`src/rtl/clock_timekeeper_pkg.sv`:
```
// Shared encodings and BCD helpers for the MM:SS time-of-day core.
package clock_pkg;

  typedef enum logic [1:0] {
    MODE_CLOCK     = 2'b00,
    MODE_STOPWATCH = 2'b01,
    MODE_SET       = 2'b10,
    MODE_HOLD      = 2'b11
  } mode_e;

  typedef enum logic [1:0] {
    POS_SEC_L = 2'b00,
    POS_SEC_H = 2'b01,
    POS_MIN_L = 2'b10,
    POS_MIN_H = 2'b11
  } pos_e;

  localparam logic [3:0] UNITS_MAX = 4'd9;
  localparam logic [3:0] TENS_MAX  = 4'd5;

  function automatic logic [3:0] bcd_inc(input logic [3:0] d, input logic [3:0] max);
    return (d == max) ? '0 : d + 4'd1;
  endfunction

  // Odd positions hold tens digits.
  function automatic logic [3:0] digit_max(input pos_e p);
    return p[0] ? TENS_MAX : UNITS_MAX;
  endfunction

endpackage

```
`src/rtl/clock_timekeeper_if.sv`:
```
// Mode/button inputs and display-facing outputs of the timekeeper.
interface clock_timekeeper_if;
  logic [1:0] switch_mode;
  logic       btn_next_n;
  logic       btn_inc_n;
  logic [3:0] clock_min_H;
  logic [3:0] clock_min_L;
  logic [3:0] clock_sec_H;
  logic [3:0] clock_sec_L;
  logic [1:0] pos_set;
  logic       sec_pulse;

  modport master (
    output switch_mode, btn_next_n, btn_inc_n,
    input  clock_min_H, clock_min_L, clock_sec_H, clock_sec_L, pos_set, sec_pulse
  );

  modport slave (
    input  switch_mode, btn_next_n, btn_inc_n,
    output clock_min_H, clock_min_L, clock_sec_H, clock_sec_L, pos_set, sec_pulse
  );
endinterface

```
`src/rtl/clock_timekeeper_debounce.sv`:
```
// 2-FF synchroniser plus counter debouncer; emits one pulse per accepted press.
module button_debounce #(
  parameter int unsigned DEBOUNCE_CYC = 20
) (
  input  logic clk_1khz,
  input  logic system_reset,
  input  logic btn_n,
  output logic press
);
  localparam int unsigned CW = $clog2(DEBOUNCE_CYC + 1);

  logic [1:0]    r_sync;
  logic          r_level;
  logic [CW-1:0] r_cnt;
  logic          r_press;

  always_ff @(posedge clk_1khz or negedge system_reset) begin
    if (!system_reset) begin
      r_sync  <= '1;
      r_level <= 1'b1;
      r_cnt   <= '0;
      r_press <= 1'b0;
    end else begin
      r_sync  <= {r_sync[0], btn_n};
      r_press <= 1'b0;
      if (r_sync[1] == r_level) begin
        r_cnt <= '0;
      end else if (r_cnt == CW'(DEBOUNCE_CYC - 1)) begin
        // Sample DEBOUNCE_CYC in a row differs from the accepted level.
        r_level <= r_sync[1];
        r_cnt   <= '0;
        r_press <= ~r_sync[1];
      end else begin
        r_cnt <= r_cnt + CW'(1);
      end
    end
  end

  assign press = r_press;
endmodule

```
`src/rtl/clock_timekeeper.sv`:
```
// MM:SS BCD timekeeper with prescaler, carry chain and push-button digit editing.
module clock_timekeeper
  import clock_pkg::*;
#(
  parameter int unsigned TICKS_PER_SEC = 1000,
  parameter int unsigned DEBOUNCE_CYC  = 20
) (
  input logic               clk_1khz,
  input logic               system_reset,
  clock_timekeeper_if.slave bus
);
  localparam int unsigned PW = $clog2(TICKS_PER_SEC);

  logic [PW-1:0] r_presc;
  logic [3:0]    r_dig [4];
  pos_e          r_pos;
  logic          r_sec_pulse;

  mode_e w_mode;
  logic  w_running;
  logic  w_tick;
  logic  w_set;
  logic  w_next;
  logic  w_inc;

  assign w_mode    = mode_e'(bus.switch_mode);
  assign w_running = (w_mode == MODE_CLOCK) || (w_mode == MODE_STOPWATCH);
  assign w_set     = (w_mode == MODE_SET);
  assign w_tick    = w_running && (r_presc == PW'(TICKS_PER_SEC - 1));

  button_debounce #(.DEBOUNCE_CYC(DEBOUNCE_CYC)) u_db_next (
    .clk_1khz     (clk_1khz),
    .system_reset (system_reset),
    .btn_n        (bus.btn_next_n),
    .press        (w_next)
  );

  button_debounce #(.DEBOUNCE_CYC(DEBOUNCE_CYC)) u_db_inc (
    .clk_1khz     (clk_1khz),
    .system_reset (system_reset),
    .btn_n        (bus.btn_inc_n),
    .press        (w_inc)
  );

  always_ff @(posedge clk_1khz or negedge system_reset) begin
    if (!system_reset) begin
      r_presc     <= '0;
      r_dig       <= '{default: '0};
      r_pos       <= POS_SEC_L;
      r_sec_pulse <= 1'b0;
    end else begin
      r_sec_pulse <= w_tick;
      r_presc     <= (!w_running || w_tick) ? '0 : r_presc + PW'(1);

      if (w_tick) begin
        r_dig[POS_SEC_L] <= bcd_inc(r_dig[POS_SEC_L], UNITS_MAX);
        if (r_dig[POS_SEC_L] == UNITS_MAX) begin
          r_dig[POS_SEC_H] <= bcd_inc(r_dig[POS_SEC_H], TENS_MAX);
          if (r_dig[POS_SEC_H] == TENS_MAX) begin
            r_dig[POS_MIN_L] <= bcd_inc(r_dig[POS_MIN_L], UNITS_MAX);
            if (r_dig[POS_MIN_L] == UNITS_MAX)
              r_dig[POS_MIN_H] <= bcd_inc(r_dig[POS_MIN_H], TENS_MAX);
          end
        end
      end else if (w_set && w_inc) begin
        // Edit uses the pre-advance position when both buttons fire together.
        r_dig[r_pos] <= bcd_inc(r_dig[r_pos], digit_max(r_pos));
      end

      if (!w_set)
        r_pos <= POS_SEC_L;
      else if (w_next)
        r_pos <= pos_e'(r_pos + 2'd1);
    end
  end

  assign bus.clock_sec_L = r_dig[POS_SEC_L];
  assign bus.clock_sec_H = r_dig[POS_SEC_H];
  assign bus.clock_min_L = r_dig[POS_MIN_L];
  assign bus.clock_min_H = r_dig[POS_MIN_H];
  assign bus.pos_set     = r_pos;
  assign bus.sec_pulse   = r_sec_pulse;
endmodule

```
`src/flat_wrapper.sv`:
```
// flat-port wrapper written by rule: the top's interface ports become plain ports
module clock_timekeeper_flat import clock_pkg::*;
#(
  parameter int unsigned TICKS_PER_SEC = 1000,
  parameter int unsigned DEBOUNCE_CYC  = 20
)
  (clk_1khz, system_reset, bus_switch_mode, bus_btn_next_n, bus_btn_inc_n, bus_clock_min_H, bus_clock_min_L, bus_clock_sec_H, bus_clock_sec_L, bus_pos_set, bus_sec_pulse);
  clock_timekeeper_if bus_i ();
  input logic clk_1khz;
  input logic system_reset;
  input wire logic [$bits(bus_i.switch_mode)-1:0] bus_switch_mode;
  input wire logic [$bits(bus_i.btn_next_n)-1:0] bus_btn_next_n;
  input wire logic [$bits(bus_i.btn_inc_n)-1:0] bus_btn_inc_n;
  output wire logic [$bits(bus_i.clock_min_H)-1:0] bus_clock_min_H;
  output wire logic [$bits(bus_i.clock_min_L)-1:0] bus_clock_min_L;
  output wire logic [$bits(bus_i.clock_sec_H)-1:0] bus_clock_sec_H;
  output wire logic [$bits(bus_i.clock_sec_L)-1:0] bus_clock_sec_L;
  output wire logic [$bits(bus_i.pos_set)-1:0] bus_pos_set;
  output wire logic [$bits(bus_i.sec_pulse)-1:0] bus_sec_pulse;
  assign bus_i.switch_mode = bus_switch_mode;
  assign bus_i.btn_next_n = bus_btn_next_n;
  assign bus_i.btn_inc_n = bus_btn_inc_n;
  assign bus_clock_min_H = bus_i.clock_min_H;
  assign bus_clock_min_L = bus_i.clock_min_L;
  assign bus_clock_sec_H = bus_i.clock_sec_H;
  assign bus_clock_sec_L = bus_i.clock_sec_L;
  assign bus_pos_set = bus_i.pos_set;
  assign bus_sec_pulse = bus_i.sec_pulse;
  clock_timekeeper #(.TICKS_PER_SEC(TICKS_PER_SEC), .DEBOUNCE_CYC(DEBOUNCE_CYC)) u_core (.clk_1khz(clk_1khz), .system_reset(system_reset), .bus(bus_i));
endmodule
```
`config.mk`:
```
export PLATFORM = sky130hd
export DESIGN_NAME = clock_timekeeper_flat
export DESIGN_NICKNAME = d
export VERILOG_FILES = /design/src/rtl/clock_timekeeper_pkg.sv /design/src/rtl/clock_timekeeper_if.sv /design/src/rtl/clock_timekeeper_debounce.sv /design/src/rtl/clock_timekeeper.sv /design/src/flat_wrapper.sv
export SDC_FILE = /design/constraint.sdc
export NUM_CORES = 1
export LEC_CHECK = 0
export BUFFER_PORTS_ARGS = -buffer_cell sky130_fd_sc_hd__buf_2
export CAP_MARGIN = 20
export CORE_UTILIZATION = 45
export CTS_BUF_LIST = sky130_fd_sc_hd__clkbuf_4 sky130_fd_sc_hd__clkbuf_8
export DETAILED_ROUTE_END_ITERATION = 16
export PLACE_DENSITY = 0.62
export SLEW_MARGIN = 5
export SYNTH_ARGS = -nofsm -noshare
export SYNTH_HDL_FRONTEND = slang
export SYNTH_SLANG_ARGS = --single-unit
```
`constraint.sdc`:
```
create_clock -name clk_1khz -period 6.71 [get_ports clk_1khz]
set_input_delay 1.342 -clock clk_1khz [delete_from_list [all_inputs] [get_ports clk_1khz]]
set_output_delay 1.342 -clock clk_1khz [all_outputs]
set_load 0.05 [all_outputs]
```
## After elaboration in Yosys (flattened, before gate mapping)

Index checks and enable logic that the tools add are counted.

- Input bits: 6
- Logic and storage cells: 88
- Output and inout port bits: 19
- Bits in registers: 47

- $lt $le $gt $ge: 2
- Add/sub/neg operators: 9
- Reductions and logical operators: 13
- Equal/unequal tests: 16
- Mux-type cells: 28
- Bitwise gates (word level): 5

Operators by type and width:

| kind | count |
|---|---|
| 4-bit 2-to-1 mux | 10 |
| 16-bit 2-to-1 mux | 2 |
| 4-bit by 1-bit adder with 4-bit output (second input constant) | 5 |
| 5-bit 2-to-1 mux | 4 |
| 16-bit bitwise mux | 1 |
| 12-bit 2-to-1 mux | 1 |
| 10-bit by 1-bit adder with 10-bit output (second input constant) | 1 |
| 5-bit by 1-bit adder with 5-bit output (second input constant) | 2 |
| 10-bit equality test (second input constant) | 1 |
| 5-bit equality test (second input constant) | 2 |
| 10-bit 2-to-1 mux | 1 |
| 4-bit binary-select mux with 2-bit select | 1 |
| 4-bit demux with 2-bit select | 1 |
| 4-bit by 3-bit equality test with 1-bit output (second input constant) | 2 |
| 4-bit equality test (second input constant) | 2 |
| 8-bit 2-to-1 mux | 1 |
| 2-bit != test (second input constant) | 4 |
| 2-bit AND reduction | 3 |
| 4-bit equality test | 1 |
| 1-bit 2-to-1 mux | 4 |
| 2-bit 2-to-1 mux | 2 |
| 1-bit inverter | 4 |
| 4-bit AND reduction | 1 |
| 3-bit >= comparator (second input constant) | 1 |
| 12 further kinds | 16 |

## Depth between registers and ports, before layout

- Depth after elaboration: 9
- Depth in mapped cells: 9
- Depth with buffers taken out: 8

## By module

From an unflattened synthesis, not the netlist that was laid out.

- Cell total of the unflattened synthesis: 276
- Area total of the unflattened synthesis: 2750.1 um2

By module, submodules not included:

| module | cells each | area an instance (um2) | instances | seq. area each (um2) |
|---|---|---|---|---|
| clock_timekeeper | 218 | 1991.9 | 1 | 725.7 |
| button_debounce | 29 | 379.1 | 2 | 229.0 |

## Worst setup path after synthesis

OpenSTA, ideal clock, no wires.

- Path type: input port to flip-flop
- From: input bus_switch_mode[1]
- To: register u_core.r_dig, in the netlist u_core.bus.clock_sec_L[3]
- Buffers on the path: 2
- Setup slack: 3.851 ns
- Stages on the path: 7
- Library setup time: 0.135 ns
- Required time: 6.575 ns
- Arrival: 2.724 ns
- Cell sequence: or4_1 > buf_6 > clkinv_4 > buf_12 > nand3_4 > a2111oi_4 > o32ai_2

- Longest elaborated chain between the ends: 4
- Elaborated cells on any way between the ends: 8
- Those cells by class: eq/ne (2); mux (1); reduce/logical (5)

Ends and longest elaborated chain:

| what | RTL line | RTL |
|---|---|---|
| from (decl) | flat_wrapper.sv:11 | `input wire logic [$bits(bus_i.switch_mode)-1:0] bus_switch_mode;` |
| 2-bit by 1-bit equality test with 1-bit output or 2-bit logical NOT (tied branches) | clock_timekeeper.sv:27 | `assign w_running = (w_mode == MODE_CLOCK) \|\| (w_mode == MODE_STOPWATCH);` |
| 1-bit logical OR * | clock_timekeeper.sv:27 |  |
| 1-bit logical AND * | clock_timekeeper.sv:29 | `assign w_tick = w_running && (r_presc == PW'(TICKS_PER_SEC - 1));` |
| net u_core.w_tick | clock_timekeeper.sv:21 | `logic w_tick;` |
| 16-bit 2-to-1 mux or 2-bit nonzero test (tied branches) | n/a |  |
| to (signal, indexed assignment) | clock_timekeeper.sv:56 | `r_dig[POS_SEC_L] <= bcd_inc(r_dig[POS_SEC_L], UNITS_MAX);` |
| to (signal, indexed assignment) | clock_timekeeper.sv:58 | `r_dig[POS_SEC_H] <= bcd_inc(r_dig[POS_SEC_H], TENS_MAX);` |
| to (signal, indexed assignment) | clock_timekeeper.sv:60 | `r_dig[POS_MIN_L] <= bcd_inc(r_dig[POS_MIN_L], UNITS_MAX);` |
| to (decl) | clock_timekeeper.sv:15 | `logic [3:0] r_dig [4];` |

The timed path passes the listed nets; every way through them passes the cells marked *.
A chain may end at the register's enable or synchronous reset.

## Worst setup path after layout

- From: register u_core.r_pos[0], in the netlist u_core.bus.pos_set[0]
- To: register u_core.r_dig, in the netlist u_core.bus.clock_min_H[1]

- Longest elaborated chain between the ends: 9
- Elaborated cells on any way between the ends: 16
- Those cells by class: add/sub (1); order compare (2); eq/ne (1); mux (10); bitwise (1); reduce/logical (1)

Ends and longest elaborated chain:

| what | RTL line | RTL |
|---|---|---|
| from (decl) | clock_timekeeper.sv:16 | `pos_e r_pos;` |
| from (signal assigned) | clock_timekeeper.sv:73 | `r_pos <= pos_e'(r_pos + 2'd1);` |
| 2-bit inverter with 3-bit output (not written as such) | clock_timekeeper.sv:67 | `r_dig[r_pos] <= bcd_inc(r_dig[r_pos], digit_max(r_pos));` |
| 4-bit binary-select mux with 2-bit select | clock_timekeeper.sv:67 |  |
| 4-bit 2-to-1 mux (not written as such) (2 in a row) | clock_timekeeper.sv:67 |  |
| 4-bit by 1-bit adder with 4-bit output or 4-bit equality test (tied branches) | clock_timekeeper_pkg.sv:22 | `return (d == max) ? '0 : d + 4'd1;` |
| 4-bit 2-to-1 mux | clock_timekeeper_pkg.sv:22 |  |
| 16-bit bitwise mux * | clock_timekeeper.sv:67 |  |
| 16-bit 2-to-1 mux * | clock_timekeeper.sv:65 | `end else if (w_set && w_inc) begin` |
| 16-bit 2-to-1 mux * | clock_timekeeper.sv:55 | `if (w_tick) begin` |
| to (signal, indexed assignment) | clock_timekeeper.sv:56 |  |
| to (signal, indexed assignment) | clock_timekeeper.sv:58 |  |
| to (signal, indexed assignment) | clock_timekeeper.sv:67 |  |

Mark *: on every way between the ends. The rest lies on a longest branch, timed or not. The select of a mux whose other input is x is not followed.

==> reports/qor_table.md <==
| Quantity | Reported |
| --- | --- |
| Result of the run | finished, final reports clean |
| Static power due to leakage | 1.32 nW |
| Maximum number of pins on one net before global-route repair | 48 |
| Initial antenna violation count | 0 |
| Number of buffers inserted by post-CTS setup repair | 0 |
| Accumulated negative setup slack | 0 ns |
| Antenna viol nets, final | 0 |
| Async SR Flop Fraction | 1.00 |
| Half-perimeter wire length after detailed placement | 3950 um |
| Source of the worst register-to-register timing path | u_core.bus.pos_set[0] |
| Final Hold Slack | 0.359 ns |
| Worst endpoint data arrival time | 3.37 ns |
| Power density over the cells | 163 nW/um^2 |
| Total detailed-routing wirelength | 5680 um |
| Average detailed-routed wire length per instance | 15.2 um |
| Final-stage net count | 313 |
| Fraction of the cycle the final worst path needs | 0.473 |
| Fraction of layout instances using a drive strength above 1 | 0.204 |
| Count of final setup violators | 0 |
| Number of flops mapped to enable cells by yosys | 0 |
| Worst reg2reg setup slack | 3.53 ns |
| Total iterations of the first detailed-routing run | 4 |
| CP Max Fanout | 12 |
| Number of distinct standard cells referenced by the synthesized netlist | 59 |
| Kind of launch point of the worst setup path | flop |
| Core area | 5960 sq um |
| Post-route insts no fill | 374 |
| Cell count of the worst reg-to-reg path | 7 |
| Top-level port count | 25 |
| Mapped Nets | 289 |
| Yosys Warn Count | 0 |
| H-tree levels | 2 |
| Count of port buffers added during placement | 24 |
| Post-Syn Area per Cell | 10.2 sq um |
| Final worst path period need | 3.18 ns |
| Cell taking the most area after synthesis | sky130_fd_sc_hd__dfrtp_1 |
| Number of failing hold endpoints at the final stage | 0 |
| Die span in y | 80.6 um |
| Pwr Total | 498 uW |
| Place WS | 3.54 ns |
| Capturing point of the worst reg2reg path | u_core.bus.clock_min_H[1] |
| Yosys reg bits | 47 |
| RSZ-0062 raised after global routing | false |
| DR iter-0 viols | 214 |
| Number of global-route vias before repair | 2066 |
| Post-synthesis cell count | 274 |
| Ranking of synthesized cells by area | sky130_fd_sc_hd__dfrtp_1 37%, sky130_fd_sc_hd__dfstp_2 5.7%, sky130_fd_sc_hd__ha_1 4.0% |
| Count of inserted antenna diode cells | 0 |
| Crit Path Class | reg -> reg |
| Critical path endpoint category | flop |
| Die area | 6500 sq um |
| Data required time at the worst endpoint | 6.90 ns |
| Post-Place Cells | 365 |
| Rows | 28 |
| Capturing instance or port of the critical path | u_core.bus.clock_min_H[1] |
| Area added between synthesis and finish | 9.53% |
| Drc violations | 0 |
| Insertion delay to the later sink of the worst-skew pair | 0.30 ns |
| TritonCTS clock tree | yes |
| Vias after detailed routing | 2090 |
| Cell area after synthesis | 2780 sq um |
| Number of max-cap violations | 0 |
| Number of sinks driven by the clock tree | 47 |
| Final number of max-transition violations | 0 |
| Hold Buf Count CTS | 0 |
| Launch point of the critical path | u_core.bus.pos_set[0] |
| Chip Width | 80.6 um |
| Bufs on Longest Clock Path | 2 |
| Transition time of the tightest slew-check pin | 0.905 ns |
| TritonCTS buffer count | 5 |
| Worst slew slack as a fraction of its limit | 0.391 |
| Max Freq | 315 MHz |
| Fraction of synthesized cell area taken by the top area cell type | 0.369 |
| Post-route clock skew | 0.0155 ns |
| Wire length of the first global-routing pass | 9860 um |
| Kind of path behind the tightest hold check | reg -> reg |
| Initial cell density of the core | 0.467 |
| Fin worst setup slack | 3.53 ns |
| Share of the yosys chip area belonging to registers | 0.425 |
| Via/cell ratio | 5.59 |
| Clock slew at the register clock pins of the worst setup and hold paths | 0.09 ns |
| Cell chosen for the clock root | sky130_fd_sc_hd__clkbuf_8 |
| Combined global-route utilization of all metal layers | 0.198 |
| Final Wtd Congestion | 0.851 |
| Global route overflow | 0 |
| CTS-repair resized insts | 0 |
| Peak ir drop on the vdd network | 0.0938 mV |
| Top FF cell, synth | sky130_fd_sc_hd__dfrtp_1 |
==> synthesized netlist by cell type, types with 2 or more instances <==
master and count:
sky130_fd_sc_hd__ha_1 9, sky130_fd_sc_hd__mux2_2 7, sky130_fd_sc_hd__clkbuf_1 5, sky130_fd_sc_hd__xnor2_1 7
sky130_fd_sc_hd__nand2_1 14, sky130_fd_sc_hd__nand2b_1 7, sky130_fd_sc_hd__nor4bb_1 2, sky130_fd_sc_hd__or3_1 3
sky130_fd_sc_hd__nand3_1 18, sky130_fd_sc_hd__o211ai_1 3, sky130_fd_sc_hd__nor4_1 2, sky130_fd_sc_hd__a21oi_1 17
sky130_fd_sc_hd__nor3_1 3, sky130_fd_sc_hd__a31oi_1 6, sky130_fd_sc_hd__nand4_1 3, sky130_fd_sc_hd__mux4_2 3
sky130_fd_sc_hd__and2_1 6, sky130_fd_sc_hd__o31ai_1 3, sky130_fd_sc_hd__inv_1 10, sky130_fd_sc_hd__mux2i_1 5
sky130_fd_sc_hd__o221ai_1 2, sky130_fd_sc_hd__nor2_1 26, sky130_fd_sc_hd__dfstp_2 6, sky130_fd_sc_hd__dfrtp_1 41
sky130_fd_sc_hd__nor2b_1 3, sky130_fd_sc_hd__o21ai_0 11, sky130_fd_sc_hd__buf_6 2, sky130_fd_sc_hd__a2111oi_4 2
sky130_fd_sc_hd__a21boi_0 2, sky130_fd_sc_hd__nor3b_1 3, sky130_fd_sc_hd__o21a_1 2, sky130_fd_sc_hd__and3_1 7
sky130_fd_sc_hd__xor2_1 8
==> worst max-delay path: stages, from the launching register on <==
cell and delay [ns]:
sky130_fd_sc_hd__dfrtp_1 0.69, sky130_fd_sc_hd__mux4_2 0.68, sky130_fd_sc_hd__ha_1 0.29, sky130_fd_sc_hd__nor2b_1 0.16
sky130_fd_sc_hd__and3_1 0.24, sky130_fd_sc_hd__nor3_1 0.60, sky130_fd_sc_hd__a31oi_1 0.16, sky130_fd_sc_hd__o31ai_1 0.24
==> cell type report <==
type                       instances  area [sq um]
clock inverter                     2          13.8
timing repair buffer              26           148
sequential                        47          1180
clock buffer                       6          76.3
tap                               75          93.8
multi-input combinational        207          1490
inverter                          11          46.3
fill                             555          2910
==> how the worst min path moves through the flow <==
| stage | endpoint | startpoint | slack, ns | cells past startpoint |
|---|---|---|---|---|
| 5_1_grt | u_core.u_db_next.r_sync[1] | u_core.u_db_next.r_sync[0] | 0.37 | 0 |
| 4_1_cts | u_core.u_db_next.r_sync[1] | u_core.u_db_next.r_sync[0] | 0.36 | 0 |
| 6_report | u_core.u_db_next.r_sync[1] | u_core.u_db_next.r_sync[0] | 0.36 | 0 |
| 3_5_place_dp | u_core.u_db_inc.r_sync[1] | u_core.u_db_inc.r_sync[0] | 0.35 | 0 |
| 3_3_place_gp | u_core.u_db_next.r_sync[1] | u_core.u_db_next.r_sync[0] | 0.35 | 0 |
| 2_1_floorplan | u_core.u_db_inc.r_sync[1] | u_core.u_db_inc.r_sync[0] | 0.35 | 0 |
==> per-stage QoR <==
stage	cell area, sq um	util
2_1_floorplan	2780	-
5_1_grt	3050	0.512
3_5_place_dp	2940	0.493
4_1_cts	3030	0.508
6_report	3050	0.512
3_3_place_gp	2940	0.493
==> flip-flops by register name, indices dropped and copies added, names as in the netlist <==
name and count:
u_core.u_db_inc.r_sync 2, u_core.u_db_inc.r_level 1, u_core.bus.clock_sec_H 4, u_core.r_presc 10
u_core.u_db_next.press 1, u_core.u_db_inc.r_cnt 5, u_core.bus.pos_set 2, u_core.u_db_inc.press 1
u_core.u_db_next.r_level 1, u_core.bus.sec_pulse 1, u_core.bus.clock_min_L 4, u_core.u_db_next.r_cnt 5
u_core.u_db_next.r_sync 2, u_core.bus.clock_min_H 4, u_core.bus.clock_sec_L 4
==> cells by family after synthesis <==
kind of cell,count (synthesis),synth area share
muxes,15,0.0706
AOI/OAI and AO/OA,61,0.160
xor gates and xnor gates,15,0.0472
DFF,47,0.425
adders and majority gates,9,0.0405
and+or+nand+nor,107,0.216
buffers and inverters,20,0.0405
==> routing by layer <==
metal / vias to the layer above / share of wire / GRT usage
met4: 0 / 0.012 / 0.0696
met1: 976 / 0.47 / 0.270
li1: 1044 / - / -
met5: - / 0 / 0
met2: 63 / 0.45 / 0.297
met3: 7 / 0.063 / 0.0602
==> cell usage in the layout, fill, tap and decap left out, types with 3 or more instances in the layout <==
master | synthesis | layout
sky130_fd_sc_hd__dfstp_2 | 6 | 6
sky130_fd_sc_hd__or3_1 | 3 | 3
sky130_fd_sc_hd__nor3_1 | 3 | 3
sky130_fd_sc_hd__clkbuf_8 | 0 | 5
sky130_fd_sc_hd__mux4_2 | 3 | 3
sky130_fd_sc_hd__xor2_1 | 8 | 8
sky130_fd_sc_hd__nor2_1 | 26 | 26
sky130_fd_sc_hd__nor2b_1 | 3 | 3
sky130_fd_sc_hd__nand2_1 | 14 | 14
sky130_fd_sc_hd__dfrtp_1 | 41 | 41
sky130_fd_sc_hd__buf_2 | 1 | 24
sky130_fd_sc_hd__o21ai_0 | 11 | 11
sky130_fd_sc_hd__xnor2_1 | 7 | 7
sky130_fd_sc_hd__o211ai_1 | 3 | 3
sky130_fd_sc_hd__a31oi_1 | 6 | 6
sky130_fd_sc_hd__o31ai_1 | 3 | 3
sky130_fd_sc_hd__nand4_1 | 3 | 3
sky130_fd_sc_hd__and3_1 | 7 | 7
sky130_fd_sc_hd__ha_1 | 9 | 9
sky130_fd_sc_hd__nor3b_1 | 3 | 3
sky130_fd_sc_hd__nand3_1 | 18 | 18
sky130_fd_sc_hd__a21oi_1 | 17 | 17
sky130_fd_sc_hd__mux2_2 | 7 | 7
sky130_fd_sc_hd__mux2i_1 | 5 | 5
sky130_fd_sc_hd__inv_1 | 10 | 10
sky130_fd_sc_hd__and2_1 | 6 | 6
sky130_fd_sc_hd__nand2b_1 | 7 | 7
==> power breakdown <==
| part | internal, mW | switching [mW] |
|---|---|---|
| Clock | 0.0777 | 0.0951 |
| Combinational | 0.0103 | 0.0182 |
| Sequential | 0.290 | 0.00608 |
| Total | 0.378 | 0.119 |
Note: power is estimated with default switching activity, not from simulation.
